**src/rtl/audio_pkg.sv**
```systemverilog
// Shared audio-path constants: sample width, I2S frame geometry and clock-divider tap positions.
// Used by the note generator, the speaker transmitter and the top level.
package audio_pkg;

  localparam int SAMPLE_W  = 16;
  localparam int FRAME_CYC = 512;
  localparam int CNT_W     = 9;

  localparam int MCLK_BIT  = 1;
  localparam int SCK_BIT   = 3;
  localparam int LRCK_BIT  = 8;

  localparam logic [CNT_W-1:0] CAPTURE_CNT = CNT_W'(FRAME_CYC - 1);

  // Word loaded into the shift register at frame capture; mute blanks both channels.
  function automatic logic [2*SAMPLE_W-1:0] frame_word(
    input logic [SAMPLE_W-1:0] left,
    input logic [SAMPLE_W-1:0] right,
    input logic                mute
  );
    return mute ? '0 : {left, right};
  endfunction

endpackage

```
**src/rtl/i2s_speaker_tx.sv**
```systemverilog
// Serializes a 16-bit stereo sample pair onto CS4344 I2S pins (MCLK/LRCK/SCK/SDIN).
// Every output is derived from a single free-running 9-bit frame counter.
module i2s_speaker_tx
  import audio_pkg::*;
(
  input  logic                clk,
  input  logic                rst,
  input  logic [SAMPLE_W-1:0] audio_left,
  input  logic [SAMPLE_W-1:0] audio_right,
  input  logic                mute,
  output logic                audio_mclk,
  output logic                audio_lrck,
  output logic                audio_sck,
  output logic                audio_sdin,
  output logic                sample_req
);

  localparam logic [CNT_W-1:0] PRE_CAPTURE_CNT = CAPTURE_CNT - CNT_W'(1);

  logic [CNT_W-1:0]      cnt_reg;
  logic [2*SAMPLE_W-1:0] sr_reg;
  logic                  sdin_reg;
  logic                  sample_req_reg;

  logic capture;
  logic bit_end;

  assign capture = (cnt_reg == CAPTURE_CNT);
  assign bit_end = &cnt_reg[SCK_BIT:0];

  // sdin is updated on the last cycle of each SCK period, so it moves as SCK falls
  // and the I2S one-bit delay falls out of the capture landing on a bit_end cycle.
  always_ff @(posedge clk) begin
    if (rst) begin
      cnt_reg        <= '0;
      sr_reg         <= '0;
      sdin_reg       <= 1'b0;
      sample_req_reg <= 1'b0;
    end else begin
      cnt_reg        <= cnt_reg + CNT_W'(1);
      sample_req_reg <= (cnt_reg == PRE_CAPTURE_CNT);
      if (bit_end)
        sdin_reg <= sr_reg[2*SAMPLE_W-1];
      if (capture)
        sr_reg <= frame_word(audio_left, audio_right, mute);
      else if (bit_end)
        sr_reg <= sr_reg << 1;
    end
  end

  assign audio_mclk = cnt_reg[MCLK_BIT];
  assign audio_sck  = cnt_reg[SCK_BIT];
  assign audio_lrck = cnt_reg[LRCK_BIT];
  assign audio_sdin = sdin_reg;
  assign sample_req = sample_req_reg;

endmodule

```
**config.mk**
```make
export PLATFORM = sky130hd
export DESIGN_NAME = i2s_speaker_tx
export DESIGN_NICKNAME = d
export VERILOG_FILES = /design/src/rtl/audio_pkg.sv /design/src/rtl/i2s_speaker_tx.sv
export SDC_FILE = /design/constraint.sdc
export NUM_CORES = 1
export LEC_CHECK = 0
export ABC_AREA = 1
export ABC_CLOCK_PERIOD_IN_PS = 2400
export BUFFER_PORTS_ARGS = -buffer_cell sky130_fd_sc_hd__clkbuf_2
export CORE_UTILIZATION = 50
export DETAILED_ROUTE_END_ITERATION = 8
export PLACE_DENSITY = 0.73
export SYNTH_ARGS = -nofsm -noshare
export SYNTH_HDL_FRONTEND = slang
export SYNTH_SLANG_ARGS = --single-unit
```
**constraint.sdc**
```tcl
create_clock -name clk -period 2.4 [get_ports clk]
set_input_delay 0.24 -clock clk [delete_from_list [all_inputs] [get_ports clk]]
set_output_delay 0.24 -clock clk [all_outputs]
set_load 0.05 [all_outputs]
```
==> flow_metrics.env <==
export IMPL_run_status="finished clean"
export IMPL_largest_reg_flops=32
export IMPL_clk_insertion_delay_late_ns=0.29
export IMPL_wire_per_inst_um=10.8
export IMPL_synth_warning_count=0
export IMPL_nets=404
export IMPL_grt_util_met1_pct=26.2
export IMPL_detailed_place_area_sq_um=2380
export IMPL_global_route_usage_met3_pct=6.00
export IMPL_final_seq_area_sq_um=861
export IMPL_cts_tree="built"
export IMPL_worst_r2r_startpoint="cnt_reg[3]"
export IMPL_maximum_number_of_pins_on_one_net_before_global_route_repair=32
export IMPL_gr_usage_met2_pct=37.7
export IMPL_aggregate_global_route_resource_usage_pct=21.9
export IMPL_seq_area_frac_synth_pct=39.1
export IMPL_crit_path_required_time_ns=2.63
export IMPL_cts_resized_gates=0
export IMPL_first_iter_violations=105
export IMPL_coreArea_sq_um=4120
export IMPL_num_vias=2064
export IMPL_yosysTopAreaCellShare_pct=39.1
export IMPL_grt_overflow=0
export IMPL_antenna_found_initial=0
export IMPL_synthAdderAreaFrac_pct=2.27
export IMPL_leakage_nw=1.28
export IMPL_synth_edff_count=0
export IMPL_power_per_unit_of_standard_cell_area_nw_per_um2=498
export IMPL_ys_async_sr_fraction_pct=0
export IMPL_max_clock_path_buffers=2
export IMPL_max_slew_margin_pct=71.5
export IMPL_post_cts_setup_buffers=0
export IMPL_route_final_wire_length_um=4490
export IMPL_total_power_mw=1.23
export IMPL_synthMuxAreaShare_pct=0
export IMPL_postLayoutCellArea_sq_um=2460
export IMPL_netlist_top_cell_by_area="sky130_fd_sc_hd__dfxtp_1"
export IMPL_vdd_ir_drop_worst_mv=0.386
export IMPL_grt_first_pass_wirelength_um=7680
export IMPL_postSynthCellCount=332
export IMPL_source_of_the_critical_timing_path="cnt_reg[3]"
export IMPL_synth_seq_cells=43
export IMPL_drt_drc_violations_left=0
export IMPL_post_dp_hpwl_um=2920
export IMPL_antenna_cells_inserted=0
export IMPL_period_needed_ns=2.05
export IMPL_floorplan_die_height_um=68.3
export IMPL_synth_simple_area_share_pct=49.6
export IMPL_syn_to_final_growth_pct=11.8
export IMPL_max_clock_freq_ghz=0.487
export IMPL_timing_hold_worst_class="in -> reg"
export IMPL_syn_area_sq_um=2200
export IMPL_worstMarginPinSlew_ns=0.425
export IMPL_fin_skew_ns=0.00691
export IMPL_final_report_setup_violation_count=0
export IMPL_synthesis_nets=371
export IMPL_fin_crit_sh_pct=85.5
export IMPL_drt_vias_per_instance=4.96
export IMPL_clk_transition_reported_paths_ns=0.07
export IMPL_cts_inserted_buffers=5
export IMPL_gp_congestion=0.771
export IMPL_synth_cell_type_count=22
export IMPL_max_cap_viol_count=0
export IMPL_max_transition_viols_final=0
export IMPL_portBuffers=39
export IMPL_dieArea_sq_um=4670
export IMPL_antenna_violating_nets_post_route=0
export IMPL_drive_above_1_share_pct=14.8
export IMPL_final_hold_violation_count=0
export IMPL_busiest_metal_layer_after_global_routing="met2"
export IMPL_main_combinational_cell_family_by_area_after_synthesis="simple AND/OR/NAND/NOR gates"
export IMPL_grt_setup_unrepaired="false"
export IMPL_cts_max_level=2
export IMPL_timing_setup_tns_ns=0
export IMPL_synth_most_common_cell="sky130_fd_sc_hd__nand2_1"
export IMPL_synth_flop_cell="sky130_fd_sc_hd__dfxtp_1"
export IMPL_number_of_global_route_vias_before_repair=1816
export IMPL_timing_setup_critical_path_class="reg -> reg"
export IMPL_root_buffer="sky130_fd_sc_hd__clkbuf_8"
export IMPL_n_fill_cell=406
export IMPL_cts_hold_repair_buffers=0
export IMPL_multiInputGateArea_sq_um=1190
export IMPL_synth_top_cells_by_area="sky130_fd_sc_hd__dfxtp_1, sky130_fd_sc_hd__nand2_1, sky130_fd_sc_hd__nor2_1, sky130_fd_sc_hd__nand3b_1, sky130_fd_sc_hd__nand3_1"
export IMPL_fp_row_count=23
export IMPL_synth_xor_xnor_area_share_pct=0
export IMPL_start_util_pct=53.5
export IMPL_hp_start="audio_right[0]"
export IMPL_worst_ep_arrival_time_ns=2.28
export IMPL_synth_compound_area_share_pct=2.27
export IMPL_critical_path_startpoint_type="flop"
export IMPL_sort_of_element_at_the_end_of_the_critical_path="flop"
export IMPL_netlist_top_cells_count="sky130_fd_sc_hd__nand2_1, sky130_fd_sc_hd__nor2_1, sky130_fd_sc_hd__dfxtp_1, sky130_fd_sc_hd__nand3b_1, sky130_fd_sc_hd__nand3_1"
export IMPL_postSynthAreaPerCell_sq_um=6.63
export IMPL_tritoncts_num_sinks=43
export IMPL_timing_critical_path_fanout_max=28
export IMPL_boundaryPins=40
export IMPL_die_width_um=68.3
export IMPL_firstDrtPassIters=6
-- cell type report --
| type | instances | share of cell area, % |
|---|---|---|
| Clock buffer | 7 | 3.10 |
| Clock inverter | 1 | 0.203 |
| Inverter | 10 | 1.63 |
| Multi-Input combinational cell | 262 | 48.4 |
| Sequential cell | 43 | 35.0 |
| Tap cell | 50 | 2.54 |
| Timing Repair Buffer | 43 | 9.15 |
-- placed cells by master, fill, tap and decap left out, drive strengths merged, types with 4 or more instances in the layout --
master,instances
nand2,134
nor2,72
ha,4
a21oi,8
clkbuf,46
nand3,12
buf,4
nand3b,28
inv,9
dfxtp,43
-- report_power, final --
group,total (mW),internal (mW),leakage (nW),switching [mW]
combinational,0.0609,0.0263,0.894,0.0346
sequential,0.723,0.717,0.347,0.00579
clock,0.443,0.204,0.0422,0.238
-- per-stage QoR --
step	cells	hold WS, ns	utilization [%]	setup slack, ns
final	416	0.201	59.8	0.347
after global routing	416	0.206	59.8	0.102
after CTS	416	0.196	59.8	0.322
after detailed placement	408	0.456	57.8	0.345
after global placement	408	0.448	57.8	0.353
after floorplan	332	0.404	-	0.307
-- worst paths after layout --
kind,endpoint,cells after the start,slack (ns)
worst min-delay path,sr_reg[0],3,0.20
worst min register to register,cnt_reg[0],1,0.46
worst max-delay path,sr_reg[31],11,0.35
worst max register to register,sr_reg[31],11,0.35
-- worst max-delay path: stages, from the launching register on --
cell                      delay (ns)
sky130_fd_sc_hd__dfxtp_1        0.45
sky130_fd_sc_hd__nand2_1        0.10
sky130_fd_sc_hd__nor2_1         0.21
sky130_fd_sc_hd__nand2_1        0.13
sky130_fd_sc_hd__nor2_1         0.14
sky130_fd_sc_hd__ha_1           0.26
sky130_fd_sc_hd__inv_2          0.09
sky130_fd_sc_hd__nor2_8         0.30
sky130_fd_sc_hd__nand2_1        0.10
sky130_fd_sc_hd__nand2_1        0.08
sky130_fd_sc_hd__nor2_1         0.04
sky130_fd_sc_hd__nor2_1         0.09
-- per-layer routing --
layer  up-vias  part of all wire (%)  wire, um
met2        32                    46      2070
met3         7                   3.5       155
met1       932                    49      2210
met4         0                   1.2        54
li1       1093                     -         -
met5         -                     0         0
-- cells by family after synthesis --
family / Yosys count
compound gates: 10
fa+ha+maj: 4
buf+inv: 27
flops: 43
simple gates: 248
(Power assumes the default switching activity.)
